$ cat src/rtl/slice_cfg_pkg.sv
// slice_cfg_pkg
//   Shared definitions for the slice configuration loader:
//   - cfg_state_t   : loader FSM state encoding
//   - *_f functions : frame geometry derived from S_XX_BASE / NUM_LUTS
//   - USE_CC_BIT / MUX_CFG_LSB : field offsets inside the frame at the
//     default slice geometry (S_XX_BASE=4, NUM_LUTS=4)
package slice_cfg_pkg;

    typedef enum logic [1:0] {
        IDLE,
        LOAD,
        COMMIT,
        DONE
    } cfg_state_t;

    // Width of the LUT truth-table region: two half-LUTs per LUT.
    function automatic int unsigned lut_bits_f(input int unsigned s_xx_base,
                                               input int unsigned num_luts);
        return 2 * ((32'd1 << s_xx_base) + 1) * num_luts;
    endfunction

    // LUT bits + use_cc bit + inter-LUT mux select bits.
    function automatic int unsigned cfg_bits_f(input int unsigned s_xx_base,
                                               input int unsigned num_luts);
        return lut_bits_f(s_xx_base, num_luts) + 1 + $clog2(num_luts);
    endfunction

    function automatic int unsigned num_bytes_f(input int unsigned s_xx_base,
                                                input int unsigned num_luts);
        return (cfg_bits_f(s_xx_base, num_luts) + 7) / 8;
    endfunction

    function automatic int unsigned use_cc_bit_f(input int unsigned s_xx_base,
                                                 input int unsigned num_luts);
        return lut_bits_f(s_xx_base, num_luts);
    endfunction

    function automatic int unsigned mux_cfg_lsb_f(input int unsigned s_xx_base,
                                                  input int unsigned num_luts);
        return lut_bits_f(s_xx_base, num_luts) + 1;
    endfunction

    localparam int unsigned USE_CC_BIT  = use_cc_bit_f(4, 4);
    localparam int unsigned MUX_CFG_LSB = mux_cfg_lsb_f(4, 4);

endpackage

$ cat src/rtl/slice_cfg_loader.sv
// slice_cfg_loader
//   Initiator side of a fracturable-LUT carry slice's config interface.
//   Collects a configuration frame byte by byte (LSB first) from the fabric
//   config controller into a shadow register, then pulses cen for one cclk
//   cycle so the slice latches the whole frame at once.
//
// Ports:
//   cclk            config clock (only clock)
//   rst             asynchronous active-high reset
//   start           begin a new frame (honoured in IDLE and DONE)
//   abort           drop the frame being loaded (honoured in LOAD)
//   data_in         config byte
//   data_valid      data_in valid
//   data_ready      loader accepts a byte this cycle
//   luts_config_out LUT truth tables        -> slice luts_config_in
//   use_cc_out      carry-chain enable       -> slice config_use_cc
//   mux_config_out  inter-LUT mux select     -> slice inter_lut_mux_config
//   cen             one-cycle slice config latch enable
//   busy            high while loading or committing
//   done            frame committed; held until next start
//   frames_loaded   committed-frame count, wraps 255 -> 0
module slice_cfg_loader
    import slice_cfg_pkg::*;
#(
    parameter  int unsigned S_XX_BASE = 4,
    parameter  int unsigned NUM_LUTS  = 4,
    localparam int unsigned CFG_SIZE  = (32'd1 << S_XX_BASE) + 1,
    localparam int unsigned MUX_LVLS  = $clog2(NUM_LUTS),
    localparam int unsigned CFG_BITS  = cfg_bits_f(S_XX_BASE, NUM_LUTS),
    localparam int unsigned NUM_BYTES = num_bytes_f(S_XX_BASE, NUM_LUTS)
) (
    input  logic                             cclk,
    input  logic                             rst,
    input  logic                             start,
    input  logic                             abort,
    input  logic [7:0]                       data_in,
    input  logic                             data_valid,
    output logic                             data_ready,
    output logic [2*CFG_SIZE*NUM_LUTS-1:0]   luts_config_out,
    output logic                             use_cc_out,
    output logic [MUX_LVLS-1:0]              mux_config_out,
    output logic                             cen,
    output logic                             busy,
    output logic                             done,
    output logic [7:0]                       frames_loaded
);

    localparam int unsigned LUT_W       = 2 * CFG_SIZE * NUM_LUTS;
    localparam int unsigned CC_BIT      = use_cc_bit_f(S_XX_BASE, NUM_LUTS);
    localparam int unsigned MUX_LSB     = mux_cfg_lsb_f(S_XX_BASE, NUM_LUTS);
    localparam int unsigned BCW         = $clog2(NUM_BYTES);

    cfg_state_t         state;
    logic [BCW-1:0]     byte_cnt;
    logic [CFG_BITS-1:0] shadow;
    logic               hs;

    // abort wins over a same-cycle handshake, so the byte is not written.
    assign hs = (state == LOAD) && data_valid && data_ready && !abort;

    // Byte-lane write decoder. The last lane is narrowed so that bits
    // beyond the frame width are never stored.
    for (genvar g = 0; g < NUM_BYTES; g++) begin : g_lane
        localparam int unsigned LO = 8 * g;
        localparam int unsigned W  = ((CFG_BITS - LO) >= 8) ? 8 : (CFG_BITS - LO);
        logic [W-1:0] lane_q;

        always_ff @(posedge cclk or posedge rst) begin
            if (rst) begin
                lane_q <= '0;
            end else if (hs && (byte_cnt == BCW'(g))) begin
                lane_q <= data_in[W-1:0];
            end
        end

        assign shadow[LO +: W] = lane_q;
    end

    assign luts_config_out = shadow[LUT_W-1:0];
    assign use_cc_out      = shadow[CC_BIT];
    assign mux_config_out  = shadow[MUX_LSB +: MUX_LVLS];
    assign busy            = (state == LOAD) || (state == COMMIT);

    // cen is registered alongside the COMMIT transition, so it is high
    // exactly while state == COMMIT and never on two cycles in a row.
    always_ff @(posedge cclk or posedge rst) begin
        if (rst) begin
            state         <= IDLE;
            byte_cnt      <= '0;
            cen           <= 1'b0;
            done          <= 1'b0;
            data_ready    <= 1'b0;
            frames_loaded <= '0;
        end else begin
            unique case (state)
                IDLE: begin
                    if (start) begin
                        state      <= LOAD;
                        byte_cnt   <= '0;
                        data_ready <= 1'b1;
                    end
                end
                LOAD: begin
                    if (abort) begin
                        state      <= IDLE;
                        byte_cnt   <= '0;
                        data_ready <= 1'b0;
                    end else if (hs) begin
                        if (byte_cnt == BCW'(NUM_BYTES - 1)) begin
                            state      <= COMMIT;
                            cen        <= 1'b1;
                            data_ready <= 1'b0;
                        end
                        byte_cnt <= byte_cnt + 1'b1;
                    end
                end
                COMMIT: begin
                    state         <= DONE;
                    cen           <= 1'b0;
                    done          <= 1'b1;
                    frames_loaded <= frames_loaded + 8'd1;
                end
                DONE: begin
                    if (start) begin
                        state      <= LOAD;
                        byte_cnt   <= '0;
                        done       <= 1'b0;
                        data_ready <= 1'b1;
                    end
                end
                default: begin
                    state <= IDLE;
                end
            endcase
        end
    end

endmodule

$ cat config.mk
export PLATFORM = sky130hd
export DESIGN_NAME = slice_cfg_loader
export DESIGN_NICKNAME = d
export VERILOG_FILES = /design/src/rtl/slice_cfg_pkg.sv /design/src/rtl/slice_cfg_loader.sv
export SDC_FILE = /design/constraint.sdc
export NUM_CORES = 1
export LEC_CHECK = 0
export ABC_AREA = 0
export BUFFER_PORTS_ARGS = -buffer_cell sky130_fd_sc_hd__buf_2
export CAP_MARGIN = 5
export CORE_ASPECT_RATIO = 1.2
export CORE_MARGIN = 5
export CORE_UTILIZATION = 55
export DETAILED_ROUTE_END_ITERATION = 8
export PLACE_DENSITY_LB_ADDON = 0.15
export SKIP_LAST_GASP = 1
export SYNTH_ARGS = -nofsm -noshare
export SYNTH_HDL_FRONTEND = slang
export SYNTH_SLANG_ARGS = --single-unit
$ cat constraint.sdc
create_clock -name cclk -period 12 [get_ports cclk]
set_input_delay 3 -clock cclk [delete_from_list [all_inputs] [get_ports cclk]]
set_output_delay 3 -clock cclk [all_outputs]
set_load 0.02 [all_outputs]
==> impl_metrics.tcl, run 1 <==
set metrics [dict create \
    netlist-cell-type-count 40 \
    worstMarginPinSlew_ns 1.07 \
    startpoint "state[0]" \
    clock-sinks 157 \
    layout_min_cycle_time_ns 4.55 \
    syn_to_final_growth_pct 23.5 \
    irDropWorstVdd_mv 0.117 \
    cp.required_ns 9.00 \
    met1_length_um 6320 \
    detail_route.vias_per_cell 5.48 \
    finalCritPeriodShare_pct 38.0 \
    rsz0062_at_grt "false" \
    insertion_delay_ns 0.41 \
    cts_tree "yes" \
    post-route-util_pct 69.0 \
    start_util_pct 55.9 \
    numPortBuffers 163 \
    yosysSeqAreaShare_pct 61.0 \
    wl_met2_um 7370 \
    r2r-end "g_lane[12].lane_q[7]" \
    cp_max_fo 7 \
    critPathArrivalTime_ns 1.55 \
    grt_first_pass_wirelength_um 23500 \
    htreeDepth 4 \
    synthesis.nets 443 \
    synth_top_cell_area_share_pct 61.0 \
    antenna_cells 0 \
    drv_cap 0 \
    holdBufCountCts 0 \
    gp_congestion 0.827 \
    slew_headroom_pct 28.5 \
    grt_overflow 0 \
    worstHoldPathType "reg -> reg" \
    grt_max_degree 88 \
    cp-start-kind "register" \
    power.leakage_nw 4.41 \
    grt_pass1_vias 4371 \
    root_buffer "clkbuf_16" \
    reg2reg_from "state[1]" \
    dieArea_um2 14000 \
    final_common_cell "buf_2" \
    ys.flop_type "dfrtp_1" \
    rows 43 \
    hold_viol 0 \
    nets 608 \
    wl_um 14700 \
    postCtsSetupBuffers 0 \
    antenna_left 0 \
    fin_skew_ns 0.00497 \
    num_vias 4133 \
    status "completed" \
    post_cts_resized 0 \
    min_path_cells 1 \
    setup_viol 0 \
    setup_tns_ns 0 \
    drc 0 \
    finalNonFillerCells 754 \
    r2r_setup_slack_ns 9.48 \
    final_cell_mix "buf_2, dfrtp_1, mux2_2, clkbuf_16, inv_1" \
    ios 164 \
    fp.dieH_um 129 \
    hold_start "frames_loaded[7]" \
    end_kind "output pin" \
    register_area_um2 3930 \
    fmaxAchievable_mhz 220 \
    grt_util_all_layers_pct 22.2 \
    cpMostUsedCell "inv_1" \
    cts_buffer_depth 2 \
    numCtsBuffers 17 \
    routedWlPerCell_um 19.5 \
    power.density_nw_per_um2 184 \
    clk_pin_slew_ns 0.06 \
    grt_antenna_before_repair 0 \
    synth.cell_area_um2 6440 \
    die_w_um 109 \
    report.final.slew_viol_count 0 \
    synth-seq-cells 157 \
    max_stage_delay_ns 0.42 \
    path_cells "inv_1 > ha_1 > inv_1 > buf_2" \
    top_layer_used "met4" \
    firstDrtPassIters 4 \
    post_dp_cell_area_um2 7370 \
    core_area_um2 11500 \
    synth_warnings 0 \
    placed_cells 723 \
    crit_slowest_cell "ha_1" \
    async_flop_share_pct 100 \
    reg2reg_depth 5 \
    synth_edf_count 0 \
    drive_above_1_share_pct 58.0 \
    avgSynthCellArea_um2 15.3 \
    min_to "frames_loaded[7]" \
    synth_area_leaders "dfrtp_1, mux2_2, ha_1" \
    nFillCells 878 \
    synth_top_area_cell "dfrtp_1" \
    dr_wl_met3_um 823 \
    multi_input_area_um2 2370 \
    path_class "reg -> out" \
    post-dp-hpwl_um 10300 \
    stdcell_area_um2 7950 \
    syn_inst 420 \
    drt_iter0_markers 198 \
]
[layer usage]
metal,vias to the layer above,track usage (%)
met5,-,0
met4,0,7.43
met3,15,5.82
met2,143,37.3
met1,2125,28.1
li1,1850,-
[logic make-up after synthesis]
kind of cell,synth area share [%]
compound gates,2.41
buf+inv,2.16
fa+ha+maj,1.94
flops,61.0
mux,25.5
xor+xnor,0.952
simple gates,6.04
[cells in the mapped netlist (4+ instances only)]
master    number
nand4_1       10
ha_1          10
clkbuf_1      10
inv_1         12
dfrtp_1      157
a211oi_1       5
nor2_1         6
nand2_1        9
nor4_4         4
mux2_2       134
buf_2          6
mux2_4         8
xor2_1         4
[state kept, by name, summed over array words and instances, names as in the netlist]
signal	cells
cen	1
data_ready	1
done	1
state	2
frames_loaded	8
g_lane.lane_q	139
byte_cnt	5
[stage by stage]
step / hold slack [ns] / total power [mW] / worst slack (ns)
final: 0.468 / 1.46 / 7.45
after global routing: 0.478 / 1.53 / 7.36
after CTS: 0.470 / 1.47 / 7.42
after detailed placement: 0.456 / 0.954 / 7.20
after global placement: 0.454 / 0.942 / 7.26
after floorplan: 0.517 / 0.848 / 4.77
[power by group]
part	internal [mW]	switching, mW
Combinational	0.118	0.195
Sequential	0.590	0.0427
Clock	0.315	0.205
Total	1.02	0.442
[cell type report]
type                            instances  share of cell area [%]
Clock inverter                         11                    1.50
Multi-Input combinational cell        232                    29.8
Tap cell                              157                    2.47
Inverter                               13                   0.677
Sequential cell                       157                    49.4
Timing Repair Buffer                  164                    10.4
Clock buffer                           20                    5.75
[worst max-delay path by stage]
stage / slack (ns) / to / cells past startpoint
global route: 7.36 / busy / 4
CTS: 7.42 / busy / 4
global placement: 7.26 / g_lane[12].lane_q[3] / 4
floorplan: 4.77 / byte_cnt[0] / 1
finish: 7.45 / busy / 4
detailed placement: 7.20 / g_lane[12].lane_q[2] / 4
[worst max-delay path, delay by kind of cell, from the launching register on]
kind	cells	cell delay, ns
buffers and inverters	3	0.33
adders and majority gates	1	0.42
DFF	1	0.40
No activity file was read; power rests on OpenSTA's default activity.
==> run 2, diff against run 1 <==
--- a/config.mk
+++ b/config.mk
@@ -10,7 +10,7 @@
 export CAP_MARGIN = 5
 export CORE_ASPECT_RATIO = 1.2
 export CORE_MARGIN = 5
-export CORE_UTILIZATION = 55
+export CORE_UTILIZATION = 53
 export DETAILED_ROUTE_END_ITERATION = 8
 export PLACE_DENSITY_LB_ADDON = 0.15
 export SKIP_LAST_GASP = 1
==> constraint.sdc (replaced) <==
create_clock -name cclk -period 4.2 [get_ports cclk]
set_input_delay 1.05 -clock cclk [delete_from_list [all_inputs] [get_ports cclk]]
set_output_delay 1.05 -clock cclk [all_outputs]
set_load 0.02 [all_outputs]
==> run 2 against run 1 <==
Compared with the run above:
- die area increased by 3.4%
- count of clock-buffer cells in the layout is 1 lower
- sequential cell count is the same
- sequential share of layout area barely moved
- total power grew to 2.8 times the previous value
- cell area about the same
- critical path type unchanged
- largest cell class unchanged
==> impl_metrics.tcl, run 2 (synthesized netlist as in run 1, its figures left out) <==
set metrics [dict create \
    gp_congestion 0.794 \
    reg2reg_from "state[1]" \
    nets 609 \
    drive_above_1_share_pct 58.0 \
    grt_max_degree 100 \
    die_w_um 111 \
    top_regs "g_lane.lane_q: 139 flops, frames_loaded: 8 flops, byte_cnt: 5 flops" \
    cts_buffer_depth 2 \
    core_area_um2 12000 \
    antenna_cells 0 \
    critPathArrivalTime_ns 1.56 \
    slew_headroom_pct 37.9 \
    holdBufCountCts 0 \
    top_register "g_lane.lane_q" \
    routedWlPerCell_um 19.7 \
    layout_min_cycle_time_ns 2.61 \
    r2r_setup_slack_ns 1.68 \
    path_delay_family "flip-flops" \
    path_cells "inv_1 > ha_1 > inv_1 > buf_2" \
    critPathBufInv 3 \
    firstDrtPassIters 4 \
    grt_pass1_vias 4344 \
    final_cell_mix "buf_2, dfrtp_1, mux2_2, clkbuf_16, inv_1" \
    status "completed" \
    power_mw 4.13 \
    dieArea_um2 14500 \
    detail_route.vias_per_cell 5.41 \
    crit_end "busy" \
    final_common_cell "buf_2" \
    placed_cells 728 \
    multi_input_area_um2 2370 \
    syn_to_final_growth_pct 23.5 \
    post_cts_resized 0 \
    cpMostUsedCell "inv_1" \
    crit_slowest_cell "dfrtp_1" \
    num_vias 4107 \
    cts_tree "yes" \
    drc 0 \
    grt_antenna_before_repair 0 \
    grt_first_pass_wirelength_um 23600 \
    finalCritPeriodShare_pct 62.2 \
    irDropWorstVdd_mv 0.337 \
    cp_max_fo 7 \
    clock-sinks 157 \
    nFillCells 975 \
    power.leakage_nw 4.41 \
    fmaxAchievable_mhz 383 \
    antenna_left 0 \
    grt_util_all_layers_pct 21.2 \
    startpoint "state[0]" \
    root_buffer "clkbuf_16" \
    path_class "reg -> out" \
    fp.dieH_um 131 \
    cp-start-kind "register" \
    numPortBuffers 163 \
    critical_path_depth 4 \
    start_util_pct 53.6 \
    htreeDepth 4 \
    fin_skew_ns 0.0151 \
    drt_iter0_markers 147 \
    grt_overflow 0 \
    report.final.slew_viol_count 0 \
    finalNonFillerCells 759 \
    power.density_nw_per_um2 519 \
    post-dp-hpwl_um 10500 \
    register_area_um2 3930 \
    max_stage_delay_ns 0.40 \
    rows 44 \
    numCtsBuffers 17 \
    rsz0062_at_grt "false" \
    insertion_delay_ns 0.42 \
    hold_viol 0 \
    cp.required_ns 3.15 \
    setup_tns_ns 0 \
    worstHoldPathType "reg -> reg" \
    drv_cap 0 \
    setup_viol 0 \
    reg2reg_depth 5 \
    largest_reg_flops 139 \
    end_kind "output pin" \
    r2r-end "g_lane[12].lane_q[6]" \
    wl_um 14900 \
    clk_pin_slew_ns 0.06 \
    ios 164 \
    worstMarginPinSlew_ns 0.908 \
    postCtsSetupBuffers 0 \
]
-- run 2: cell types whose count changed in the layout (fill, tap and decap cells not counted), sizes merged --
cell      before  now
inv           13   15
buf          164  165
bufinv         2    1
clkbuf        20   19
clkinv         5    4
clkinvlp       4    5
-- run 2: power by group --
| group | switching [mW] | total, mW | internal [mW] |
|---|---|---|---|
| sequential | 0.125 | 1.81 | 1.69 |
| combinational | 0.545 | 0.883 | 0.338 |
| clock | 0.602 | 1.43 | 0.832 |
| total | 1.27 | 4.13 | 2.85 |
-- run 2: worst min path at each step --
stage,end,start,cells past startpoint
6_report,frames_loaded[7],frames_loaded[7],1
4_1_cts,frames_loaded[7],frames_loaded[7],1
2_1_floorplan,state[0],state[0],1
5_1_grt,g_lane[4].lane_q[4],g_lane[4].lane_q[4],1
3_5_place_dp,frames_loaded[7],frames_loaded[7],1
3_3_place_gp,frames_loaded[7],frames_loaded[7],1
-- run 2: cell type report --
cell class                      instances  area share [%]
Clock buffer                           19            5.57
Clock inverter                         12            1.43
Inverter                               13           0.661
Multi-Input combinational cell        232            29.8
Sequential cell                       157            49.4
Tap cell                              161            2.53
Timing Repair Buffer                  165            10.6
-- run 2: metal layers --
layer | routed length, um | share of wire, % | track usage, % | up-vias
li1 | - | - | - | 1845
met4 | 259 | 1.7 | 7.46 | 0
met2 | 7550 | 51 | 36.2 | 123
met3 | 742 | 5.0 | 6.17 | 18
met1 | 6370 | 43 | 26.0 | 2121
met5 | 0 | 0 | 0 | -
-- run 2: metrics by stage --
stage	utilization [%]	cell area, um^2	hold slack (ns)	setup WS [ns]
final	66.3	7950	0.474	1.59
after global routing	66.3	7950	0.505	1.49
after detailed placement	61.6	7400	0.455	1.34
after global placement	61.6	7400	0.456	1.40
after CTS	66.3	7950	0.472	1.56
after floorplan	-	6440	0.517	1.16
-- run 2: worst reg2reg max path, stage by stage, from the launching register on --
cell and delay [ns]:
dfrtp_1 0.43, inv_1 0.10, ha_1 0.34, nand4b_4 0.29
or4b_1 0.83, mux2_4 0.39
==> run 3, diff against run 2 <==
==> constraint.sdc (replaced) <==
create_clock -name cclk -period 2.5 [get_ports cclk]
set_input_delay 0.625 -clock cclk [delete_from_list [all_inputs] [get_ports cclk]]
set_output_delay 0.625 -clock cclk [all_outputs]
set_load 0.02 [all_outputs]
==> run 3 against run 2 <==
Compared with the run above:
- first-iteration DRC count increased by 12%
- core utilization increased by 1.6 points
- sequential power increased by 67%
- cell area increased by 2.4%
- critical path depth increased by 1
- critical endpoint is now g_lane[12].lane_q[1]
- largest power group unchanged
- highest routed layer unchanged
==> impl_metrics.tcl, run 3 (synthesized netlist as in run 1, its figures left out) <==
set metrics [dict create \
    status "completed" \
    cp.required_ns 2.80 \
    post_cts_resized 0 \
    root_buffer "clkbuf_16" \
    grt_overflow 0 \
    finalNonFillerCells 774 \
    irDropWorstVdd_mv 0.539 \
    top_regs "g_lane.lane_q: 139 flops, frames_loaded: 8 flops, byte_cnt: 5 flops" \
    detail_route.vias_per_cell 5.35 \
    drv_cap 0 \
    antenna_left 0 \
    drive_above_1_share_pct 59.1 \
    placed_cells 742 \
    reg2reg_from "state[1]" \
    fin_skew_ns 0.0133 \
    grt_first_pass_wirelength_um 23800 \
    path_class "reg -> reg" \
    die_w_um 111 \
    syn_to_final_growth_pct 26.5 \
    final_common_cell "buf_2" \
    p_seq_share_pct 41.9 \
    final_cell_mix "buf_2, dfrtp_1, mux2_2, clkbuf_16, buf_4" \
    combPwrFrac_pct 20.8 \
    antenna_cells 0 \
    hold_viol 0 \
    postCtsSetupBuffers 0 \
    setup_slack_ns 0.205 \
    grt_util_all_layers_pct 21.1 \
    cp-start-kind "register" \
    dieArea_um2 14500 \
    cp_max_fo 9 \
    routedWlPerCell_um 19.1 \
    nFillCells 921 \
    p_clk_share_pct 37.3 \
    switchingPower_mw 2.15 \
    grt_max_degree 83 \
    worstHoldPathType "in -> async" \
    numPortBuffers 163 \
    power.density_nw_per_um2 888 \
    nets 623 \
    start_util_pct 53.6 \
    htreeDepth 4 \
    worstMarginPinSlew_ns 0.574 \
    numCtsBuffers 17 \
    clock-sinks 157 \
    fp.dieH_um 131 \
    top_register "g_lane.lane_q" \
    num_vias 4138 \
    power.leakage_nw 4.52 \
    finalCritPeriodShare_pct 91.8 \
    insertion_delay_ns 0.42 \
    rsz0062_at_grt "false" \
    largest_reg_flops 139 \
    wl_um 14800 \
    core_area_um2 12000 \
    firstDrtPassIters 4 \
    switching_share_pct 29.7 \
    layout_min_cycle_time_ns 2.30 \
    setup_viol 0 \
    drt_iter0_markers 164 \
    end_kind "register" \
    rows 44 \
    grt_pass1_vias 4409 \
    p_int_mw 5.08 \
    holdBufCountCts 0 \
    gp_congestion 0.819 \
    fmaxAchievable_mhz 436 \
    grt_antenna_before_repair 0 \
    cts_buffer_depth 2 \
    startpoint "state[1]" \
    report.final.slew_viol_count 0 \
    ios 164 \
    cts_tree "yes" \
    power_mw 7.23 \
    post-dp-hpwl_um 10400 \
    preCtsSetupSlack_ns 0.226 \
    drc 0 \
    critPathArrivalTime_ns 2.59 \
    clk_pin_slew_ns 0.07 \
    slew_headroom_pct 61.6 \
]
run 3: metrics by stage:
stage / setup TNS (ns) / hold slack [ns] / instance area, um^2 / utilization (%)
6_report: 0 / 0.188 / 8140 / 67.8
2_1_floorplan: -17.57 / 0.517 / 6440 / -
3_3_place_gp: 0 / 0.453 / 7510 / 62.6
5_1_grt: 0 / 0.200 / 8140 / 67.8
3_5_place_dp: 0 / 0.452 / 7510 / 62.6
4_1_cts: 0 / 0.182 / 8140 / 67.8
run 3: worst max-delay path: stages (launching register included):
cell      delay [ns]
dfrtp_1         0.43
inv_1           0.10
ha_1            0.33
nand4b_4        0.15
or4b_1          0.79
mux2_4          0.39
run 3: final timing paths:
path | to | slack [ns] | depth (start not counted)
min in group cclk | done | 0.43 | 2
hold reg to reg | frames_loaded[7] | 0.47 | 1
max in group asynchronous | g_lane[7].lane_q[4] | 1.59 | 3
setup / recovery | g_lane[12].lane_q[1] | 0.20 | 5
hold / removal | g_lane[15].lane_q[6] | 0.19 | 2
setup reg to reg | g_lane[12].lane_q[1] | 0.20 | 5
run 3: area by class of cell:
type	count	area, um^2	area share [%]
Tap cell	161	201	2.47
Clock buffer	21	470	5.78
Timing Repair Buffer	179	961	11.8
Inverter	13	52.6	0.645
Multi-Input combinational cell	232	2370	29.1
Clock inverter	11	158	1.94
Sequential cell	157	3930	48.3
run 3: power by group through the flow:
stage	combinational (mW)	sequential [mW]	clock, mW
finish	1.51	3.03	2.70
global route	1.64	3.07	2.85
CTS	1.53	3.03	2.74
detailed placement	1.51	3.07	0
global placement	1.49	3.06	0
floorplan	0.694	3.38	0
run 3: layer usage:
layer	global-route usage, %	part of all wire, %	vias up
li1	-	-	1884
met1	27.0	42	2111
met2	35.3	51	126
met3	5.62	5.5	17
met4	7.10	1.3	0
met5	0	0	-
